File: src/rtl/div_unit_pkg.sv
// Shared constants for the EX-stage iterative divider.
// State codes are plain 2-bit constants so older logic can decode them.
package div_unit_pkg;

  localparam int DIV_WIDTH = 32;
  localparam int DIV_CNT_W = 6;

  localparam logic [1:0] DIV_IDLE   = 2'd0;
  localparam logic [1:0] DIV_BYZERO = 2'd1;
  localparam logic [1:0] DIV_ON     = 2'd2;
  localparam logic [1:0] DIV_END    = 2'd3;

endpackage

File: src/rtl/div_unit_step.sv
// One restoring-division step: shift in the next dividend bit,
// trial-subtract the divisor and keep the difference if non-negative.
module div_unit_step #(
  parameter int WIDTH = 32
) (
  input  logic [WIDTH-1:0] rem,
  input  logic             bit_in,
  input  logic [WIDTH-1:0] dvsr,
  output logic [WIDTH-1:0] rem_next,
  output logic             q_bit
);

  logic [WIDTH:0] shifted;
  logic [WIDTH:0] trial;

  assign shifted = {rem, bit_in};
  assign trial   = shifted - {1'b0, dvsr};

  // rem < dvsr holds, so a borrow shows up in the top bit
  assign q_bit    = ~trial[WIDTH];
  assign rem_next = q_bit ? trial[WIDTH-1:0]
                          : shifted[WIDTH-1:0];

endmodule

File: src/rtl/div_unit.sv
// Iterative radix-2 restoring divider for EX; drives the divide-stall
// handshake and returns {remainder, quotient} for HI/LO.
module div_unit
  import div_unit_pkg::*;
#(
  parameter int WIDTH = DIV_WIDTH,
  parameter int CNT_W = DIV_CNT_W
) (
  input  logic               clk,
  input  logic               resetn,
  input  logic               StartDivE,
  input  logic               SignedDivE,
  input  logic               AnnulDivE,
  input  logic [WIDTH-1:0]   SrcAE,
  input  logic [WIDTH-1:0]   SrcBE,
  output logic [2*WIDTH-1:0] DivResultE,
  output logic               DivReadyE,
  output logic               DivBusyE
);

  logic [1:0]       state;
  logic [CNT_W-1:0] cnt;
  logic [WIDTH-1:0] rem;
  logic [WIDTH-1:0] quot;
  logic [WIDTH-1:0] dvsr;
  logic             neg_q;
  logic             neg_r;

  logic [WIDTH-1:0] rem_nxt;
  logic             q_bit;
  logic [WIDTH-1:0] q_last;
  logic [WIDTH-1:0] q_fix;
  logic [WIDTH-1:0] r_fix;
  logic [WIDTH-1:0] a_abs;
  logic [WIDTH-1:0] b_abs;
  logic             a_neg;
  logic             b_neg;
  logic             last;

  div_unit_step #(
    .WIDTH    (WIDTH)
  ) u_step (
    .rem      (rem),
    .bit_in   (quot[WIDTH-1]),
    .dvsr     (dvsr),
    .rem_next (rem_nxt),
    .q_bit    (q_bit)
  );

  assign a_neg = SignedDivE & SrcAE[WIDTH-1];
  assign b_neg = SignedDivE & SrcBE[WIDTH-1];
  assign a_abs = a_neg ? -SrcAE : SrcAE;
  assign b_abs = b_neg ? -SrcBE : SrcBE;

  assign q_last = {quot[WIDTH-2:0], q_bit};
  assign q_fix  = neg_q ? -q_last : q_last;
  assign r_fix  = neg_r ? -rem_nxt : rem_nxt;
  assign last   = (cnt == CNT_W'(WIDTH-1));

  assign DivReadyE = (state == DIV_END);
  assign DivBusyE  = (state != DIV_IDLE);

  always_ff @(posedge clk or negedge resetn) begin
    if (!resetn) begin
      state      <= DIV_IDLE;
      cnt        <= '0;
      rem        <= '0;
      quot       <= '0;
      dvsr       <= '0;
      neg_q      <= 1'b0;
      neg_r      <= 1'b0;
      DivResultE <= '0;
    end else if (AnnulDivE) begin
      state <= DIV_IDLE;
    end else begin
      case (state)
        DIV_IDLE: begin
          if (StartDivE) begin
            cnt   <= '0;
            rem   <= '0;
            dvsr  <= b_abs;
            neg_q <= a_neg ^ b_neg;
            neg_r <= a_neg;
            // zero divisor keeps the raw dividend for HI
            if (SrcBE == '0) begin
              quot  <= SrcAE;
              state <= DIV_BYZERO;
            end else begin
              quot  <= a_abs;
              state <= DIV_ON;
            end
          end
        end
        DIV_BYZERO: begin
          DivResultE <= {quot, {WIDTH{1'b1}}};
          state      <= DIV_END;
        end
        DIV_ON: begin
          rem  <= rem_nxt;
          quot <= q_last;
          cnt  <= cnt + 1'b1;
          if (last) begin
            DivResultE <= {r_fix, q_fix};
            state      <= DIV_END;
          end
        end
        DIV_END: begin
          state <= DIV_IDLE;
        end
        default: begin
          state <= DIV_IDLE;
        end
      endcase
    end
  end

endmodule

File: config.mk
export PLATFORM = sky130hd
export DESIGN_NAME = div_unit
export DESIGN_NICKNAME = d
export VERILOG_FILES = /design/src/rtl/div_unit_pkg.sv /design/src/rtl/div_unit_step.sv /design/src/rtl/div_unit.sv
export SDC_FILE = /design/constraint.sdc
export NUM_CORES = 1
export LEC_CHECK = 0
export BUFFER_PORTS_ARGS = -buffer_cell sky130_fd_sc_hd__buf_2
export CAP_MARGIN = 25
export CORE_ASPECT_RATIO = 2
export CORE_MARGIN = 5
export CORE_UTILIZATION = 55
export CTS_BUF_LIST = sky130_fd_sc_hd__clkbuf_4 sky130_fd_sc_hd__clkbuf_8 sky130_fd_sc_hd__clkbuf_16
export DETAILED_ROUTE_END_ITERATION = 10
export PLACE_DENSITY_LB_ADDON = 0.3
export SLEW_MARGIN = 10
export SYNTH_ARGS = -nofsm -noshare
export SYNTH_HDL_FRONTEND = slang
export SYNTH_SLANG_ARGS = --single-unit
File: constraint.sdc
create_clock -name clk -period 6.2 [get_ports clk]
set_input_delay 0.31 -clock clk [delete_from_list [all_inputs] [get_ports clk]]
set_output_delay 0.31 -clock clk [all_outputs]
set_load 0.01 [all_outputs]
==> flow_metrics.py, run 1 <==
metrics = {
    "setup_path": {
        "critPathLaunch": "quot[31]$_DFFE_PN0P_",
        "rr_worst_depth": 25,
        "required_ps": 6560,
        "crit_path_frequent_cell": "inv_1",
        "r2r_end": "DivResultE[56]$_DFFE_PN0P_",
        "slowest_stage": "a2111o_1",
        "r2r_start": "quot[31]$_DFFE_PN0P_",
        "cp_top_family": "compound AO/OA/AOI/OAI gates",
        "end_kind": "flip-flop",
        "critical_path_class": "flip-flop to flip-flop",
        "critPathBufInv": 4,
        "rrSetupSlack_ps": 690,
        "worst-path-max-fanout": 8,
        "start_kind": "flip-flop",
        "crit_path_max_incr_delay_ps": 500,
        "cp.arrival_ps": 5880,
    },
    "logic_synthesis": {
        "ys.warnings.count": 0,
        "synth_cells": 1508,
        "synthesis.nets": 1618,
        "synth.distinct_cells": 86,
        "synth-seq-cells": 170,
        "syn_area_um2": 12330,
        "synth_area_leaders": "dfrtp_1 (35%), o21ai_0 (6.4%), nand2_1 (5.5%), xor2_1 (5.3%), a21oi_1 (5.1%)",
        "yosysTopAreaCellShare_pct": 34.50,
        "yosysTopAreaCell": "dfrtp_1",
        "synth_edf_count": 0,
        "yosysSeqAreaShare_pct": 34.50,
        "syn_avg_cell_area_um2": 8.176,
        "synth_flop_cell": "dfrtp_1",
        "async_flop_share_pct": 100.0,
    },
    "die": {
        "top_level_ports": 135,
        "chipWidth_um": 115.9,
        "die-height_um": 221.7,
        "initial_core_util_pct": 55.64,
        "fp.dieArea_um2": 25690,
        "core_area_um2": 22160,
        "rows": 77,
    },
    "timing": {
        "relSlewSlack_pct": 29.89,
        "final_max_slew_viol_count": 0,
        "fin_ws_ps": 687.2,
        "rsz0062_at_grt": "false",
        "hold_viol": 0,
        "layout_min_cycle_time_ps": 5513,
        "setup_violations": 0,
        "clock_skew_ps": 9.084,
        "tightestPinTransition_ps": 1049,
        "setup_tns_ps": 0,
        "fmax_ghz": 0.1814,
        "period_share_pct": 88.92,
    },
    "finish": {
        "seq_area_um2": 4254,
        "layout_common_cells": "nand2_1 (181), dfrtp_1 (170), o21ai_0 (158)",
        "area_growth_pct": 11.73,
        "final_layout_size_suffix_gt1_share_pct": 13.57,
        "multi_input_area_um2": 7515,
        "layout_commonest_cell": "nand2_1",
        "antennaDiodeCount": 0,
        "final_cells": 1883,
        "fin_nets": 1704,
        "nFillCells": 1967,
    },
    "place": {
        "port_buffers": 134,
        "hpwl_mm": 27.71,
        "gp_congestion": 0.9474,
        "dp.cells": 1848,
        "pre_cts_ws_ps": 901.3,
    },
    "global_routing": {
        "grt_util_all_layers_pct": 28.46,
        "grt_pass1_vias": 11660,
        "grt_pass1_wl_mm": 58.81,
        "grt_start_max_net_pins": 97,
        "gr-total-overflow": 0,
        "antenna_found_initial": 0,
    },
    "route": {
        "vias": 11720,
        "dr.pass1.iters": 8,
        "drt_wl_total_mm": 36.38,
        "drcViolationCount": 0,
        "avgRoutedWirePerCell_um": 19.32,
        "first_iter_violations": 921,
        "drtAntennaViolNets": 0,
        "vias_per_cell": 6.224,
    },
    "job": {
        "max_cap_viol_count": 0,
    },
    "cts": {
        "clock_path_buffers": 2,
        "post-cts-setup-buffer-count": 0,
        "cts_resized": 0,
        "cts_tree": "yes",
        "clk_latency_ps": 440,
        "cts.sinks": 170,
        "cts.reportedPaths.clkPinSlew_ps": 70,
        "cts_buffers": 17,
        "cts.htree.levels": 4,
        "clock-root-buffer": "clkbuf_16",
    },
    "power_and_ir_drop": {
        "cellLeakagePower_nw": 5.957,
        "finalPower_mw": 5.486,
        "powerDensity_nw_per_um2": 398.2,
        "ir_drop_uv": 311.0,
    },
    "status": {
        "outcome": "complete, no violations",
    },
    "worst_hold_path": {
        "whs_path_depth": 2,
        "whs_endpoint": "state[1]$_DFFE_PN0P_",
        "hp-class": "primary input to flip-flop",
        "hold_path.startpoint": "AnnulDivE",
    },
}
## cells by family after synthesis
logic type	synth area share, %
and+or+nand+nor	18.77
AOI/OAI and AO/OA	24.06
DFF	34.50
buffers and inverters	4.587
xor gates and xnor gates	10.09
muxes	3.765
adders and majority gates	4.222
## worst max-delay path by stage
stage | endpoint | cells after the start | slack, ps
after global placement | DivResultE[56]$_DFFE_PN0P_ | 25 | 1040
after detailed placement | DivResultE[56]$_DFFE_PN0P_ | 25 | 900
after global routing | DivResultE[56]$_DFFE_PN0P_ | 25 | 380
after floorplan | DivResultE[56]$_DFFE_PN0P_ | 28 | 840
after CTS | DivResultE[56]$_DFFE_PN0P_ | 25 | 830
final | DivResultE[56]$_DFFE_PN0P_ | 25 | 690
## metal layers
layer	vias to the layer above	share of wire (%)	GRT usage (%)
li1	5572	-	-
met1	5509	36	31.03
met2	494	52	50.40
met3	144	5.2	4.152
met4	0	6.8	17.38
met5	-	0	0
## synth_stat cells, types with 24 or more instances
master,number
a21oi_1,126
clkbuf_1,66
dfrtp_1,170
ha_1,40
inv_1,59
mux2i_1,43
nand2_1,181
nor2_1,129
nor3_1,27
o21ai_0,158
o22ai_1,30
or3_1,24
xnor2_1,68
xor2_1,74
## metrics by stage
step           utilization (%)  hold slack, ps  instance area [µm²]
2_1_floorplan                -           14.41                12330
3_3_place_gp             59.18           455.1                13110
3_5_place_dp             59.25           462.8                13130
4_1_cts                  61.92           109.7                13720
5_1_grt                  62.17           128.1                13780
6_report                 62.17           130.9                13780
## report_power, final
part | leakage, nW | internal, mW | switching [mW]
sequential | 2.05 | 1.47 | 0.376
combinational | 3.64 | 0.980 | 1.60
clock | 0.267 | 0.587 | 0.467
## flip-flops by register name (all words and copies together), names as in the netlist
name and count:
DivResultE 64, dvsr 32, quot 32, rem 32
cnt 6, state 2, neg_q 1, neg_r 1
## worst register-to-register path, delay by kind of cell, from the launching register on
family / cells / cell delay, ps
adder cells (fa/ha/maj): 3 / 880
multiplexers: 1 / 90
buffers and inverters: 4 / 400
XOR/XNOR: 1 / 120
AND/OR/NAND/NOR: 6 / 1220
flip-flops: 1 / 400
AO/OA/AOI/OAI: 10 / 2320
## layout make-up
class,count,share of cell area [%]
inverter,60,1.635
timing repair buffer,151,6.203
tap,276,2.507
sequential,170,30.88
multi-input combinational,1194,54.55
clock inverter,12,0.8356
clock buffer,20,3.388
## repair_timing
action                                  in CTS  in global routing
endpoints found under the setup margin       0                  0
endpoints found under the hold margin       27                  0
hold buffers                                 1                  0
Note: power is estimated with default switching activity, not from simulation.
==> run 2, diff against run 1 <==
SYNTH_HIERARCHICAL = 1   (was not set)
==> run 2 against run 1 <==
Against the previous run:
- die area is 3.1% higher
- setup slack worse by 190 ps
- global-route usage is 3.5 points higher
- critical path depth is 7 lower
- largest cell class unchanged
- critical path type unchanged
- combinational power is 50% higher
- highest routed layer unchanged
- routed wire length is 17% higher
- clock power is 7% higher
- final cell count is 0.21% higher
- sequential power is 8% higher
- core utilization is 0.19 points lower
==> flow_metrics.py, run 2 <==
metrics = {
    "timing": {
        "final_max_slew_viol_count": 0,
        "period_share_pct": 92.01,
        "fmax_ghz": 0.1753,
        "layout_min_cycle_time_ps": 5705,
        "setup_tns_ps": 0,
        "tightestPinTransition_ps": 1033,
        "clock_skew_ps": 8.059,
        "hold_viol": 0,
        "relSlewSlack_pct": 31.17,
        "setup_violations": 0,
        "rsz0062_at_grt": "false",
    },
    "setup_path": {
        "crit_path_max_incr_delay_ps": 680,
        "end_kind": "flip-flop",
        "critPathBufInv": 2,
        "r2r_start": "quot[31]$_DFFE_PN0P_",
        "rrSetupSlack_ps": 500,
        "critical_path_class": "flip-flop to flip-flop",
        "cp.arrival_ps": 5980,
        "worst-path-max-fanout": 27,
        "start_kind": "flip-flop",
        "required_ps": 6480,
        "r2r_end": "DivResultE[52]$_DFFE_PN0P_",
        "rr_worst_depth": 18,
        "slowest_stage": "or4_4",
        "path_cells": "inv_1 -> ha_1 -> fa_1 -> and2b_1 -> o2111ai_2 -> a21oi_2 -> o2111ai_1 -> a211oi_2 -> nor2_4 -> mux2i_4 -> and2_4 -> inv_8 -> mux2_2 -> or4_1 -> or4_4 -> o31ai_1 -> mux2i_1 -> o311ai_0",
        "cp_top_family": "simple AND/OR/NAND/NOR gates",
    },
    "die": {
        "initial_core_util_pct": 56.03,
        "die-height_um": 225.2,
        "fp.dieArea_um2": 26490,
        "core_area_um2": 22740,
        "top_level_ports": 135,
        "rows": 78,
        "chipWidth_um": 117.6,
    },
    "route": {
        "dr.pass1.iters": 5,
        "vias": 12250,
        "drt_wl_total_mm": 42.73,
        "vias_per_cell": 6.489,
        "drtAntennaViolNets": 0,
        "drcViolationCount": 0,
        "first_iter_violations": 765,
        "avgRoutedWirePerCell_um": 22.65,
    },
    "cts": {
        "clock_path_buffers": 2,
        "post-cts-setup-buffer-count": 0,
        "cts_resized": 0,
        "cts_tree": "yes",
        "cts.reportedPaths.clkPinSlew_ps": 70,
        "clock-root-buffer": "clkbuf_16",
        "cts.htree.levels": 4,
        "cts_buffers": 17,
        "clk_latency_ps": 450,
        "cts.sinks": 170,
        "cts_hold_buf": 1,
    },
    "logic_synthesis": {
        "ys_top_cells_by_count": "nand2_1 (195), dfrtp_1 (170), o21ai_0 (106)",
        "async_flop_share_pct": 100.0,
        "syn_area_um2": 12740,
        "synth_most_common_cell": "nand2_1",
        "synth_area_leaders": "dfrtp_1 (33%), nand2_1 (5.7%), o21ai_0 (4.2%), ha_1 (3.9%), xnor2_1 (3.6%)",
        "synth_cells": 1526,
        "synth-seq-cells": 170,
        "yosysTopAreaCell": "dfrtp_1",
        "synth_edf_count": 0,
        "synthesis.nets": 1636,
        "yosysSeqAreaShare_pct": 33.39,
        "syn_avg_cell_area_um2": 8.348,
        "synth.distinct_cells": 93,
        "synth_flop_cell": "dfrtp_1",
        "ys.warnings.count": 6,
        "yosysTopAreaCellShare_pct": 33.39,
    },
    "worst_hold_path": {
        "hold_path.startpoint": "AnnulDivE",
        "whs_endpoint": "state[1]$_DFFE_PN0P_",
        "whs_path_depth": 2,
        "hp-class": "primary input to flip-flop",
    },
    "global_routing": {
        "grt_pass1_vias": 12150,
        "grt_start_max_net_pins": 96,
        "antenna_found_initial": 1,
        "grt_pass1_wl_mm": 66.33,
        "gr-total-overflow": 0,
        "grt_util_all_layers_pct": 31.91,
    },
    "place": {
        "port_buffers": 134,
        "placed_area_um2": 13450,
        "gp_congestion": 0.9851,
        "hpwl_mm": 32.28,
    },
    "finish": {
        "layout_commonest_cell": "nand2_1",
        "largest_register_ffs": 64,
        "layout_common_cells": "nand2_1 (194), dfrtp_1 (170), buf_2 (133)",
        "area_growth_pct": 10.63,
        "seq_area_um2": 4254,
        "top_register": "DivResultE",
        "fin_nets": 1703,
        "fin_area_um2": 14090,
        "nFillCells": 2053,
        "multi_input_area_um2": 7781,
        "final_layout_size_suffix_gt1_share_pct": 15.88,
    },
    "power_and_ir_drop": {
        "p_switching_mw": 3.405,
        "ir_drop_uv": 274.4,
        "cellLeakagePower_nw": 6.316,
        "p_seq_share_pct": 28.6,
        "pwr-share-comb_pct": 55.4,
        "powerDensity_nw_per_um2": 497.6,
        "pwr-share-clk_pct": 16.0,
        "internal_power_mw": 3.608,
        "finalPower_mw": 7.014,
        "p_sw_share_pct": 48.55,
    },
    "job": {
        "max_cap_viol_count": 0,
    },
    "status": {
        "outcome": "complete, no violations",
    },
}
run 2: metrics by stage:
step                util (%)  cells  setup slack (ps)  hold WS, ps
floorplan                  -   1526              1140        14.41
global placement       58.96   1850             695.2        461.9
detailed placement     59.14   1852             597.2        466.0
CTS                    61.88   1885             576.9        73.44
global route           61.97   1886             276.4        107.2
finish                 61.98   1887             495.4        85.54
run 2: cells by family (layout without fill, tap and decap cells):
group / count (synthesis) / after routing / synth area share (%)
muxes: 61 / 61 / 5.745
DFF: 170 / 170 / 33.39
and+or+nand+nor: 604 / 604 / 24.17
other: 0 / 1 / 0
xor gates and xnor gates: 95 / 95 / 6.531
AOI/OAI and AO/OA: 389 / 389 / 20.21
adders and majority gates: 41 / 41 / 4.086
buffers and inverters: 166 / 246 / 5.863
run 2: cell type report:
class	count	share of cell area [%]
well taps	280	2.486
clock inverters	11	1.030
inverters	62	1.705
diodes	1	0.01776
multi-input cells	1190	55.21
clock buffers	21	3.320
flip-flops and latches	170	30.18
repair buffers	152	6.046
run 2: per-layer routing:
layer	routed length, µm	up-vias	track usage (%)	part of all wire [%]
li1	-	5682	-	-
met1	13900	5835	31.89	33
met2	21480	542	54.52	50
met3	2317	186	5.325	5.4
met4	5036	0	31.81	12
met5	0	-	0	0
run 2: worst max path at each step:
stage / start / to / slack [ps] / cells past startpoint
4_1_cts: quot[31]$_DFFE_PN0P_ / DivResultE[52]$_DFFE_PN0P_ / 580 / 18
3_5_place_dp: quot[31]$_DFFE_PN0P_ / DivResultE[52]$_DFFE_PN0P_ / 600 / 18
3_3_place_gp: quot[31]$_DFFE_PN0P_ / DivResultE[53]$_DFFE_PN0P_ / 700 / 17
2_1_floorplan: quot[31]$_DFFE_PN0P_ / DivResultE[52]$_DFFE_PN0P_ / 1140 / 21
5_1_grt: quot[31]$_DFFE_PN0P_ / DivResultE[53]$_DFFE_PN0P_ / 280 / 18
6_report: quot[31]$_DFFE_PN0P_ / DivResultE[52]$_DFFE_PN0P_ / 500 / 18
run 2: power by group through the flow:
stage | sequential [mW] | combinational [mW] | clock (mW)
2_1_floorplan | 1.78 | 2.80 | 0
3_3_place_gp | 1.99 | 3.72 | 0
3_5_place_dp | 1.99 | 3.79 | 0
4_1_cts | 1.98 | 3.81 | 1.13
5_1_grt | 2.03 | 4.21 | 1.18
6_report | 2.00 | 3.88 | 1.12
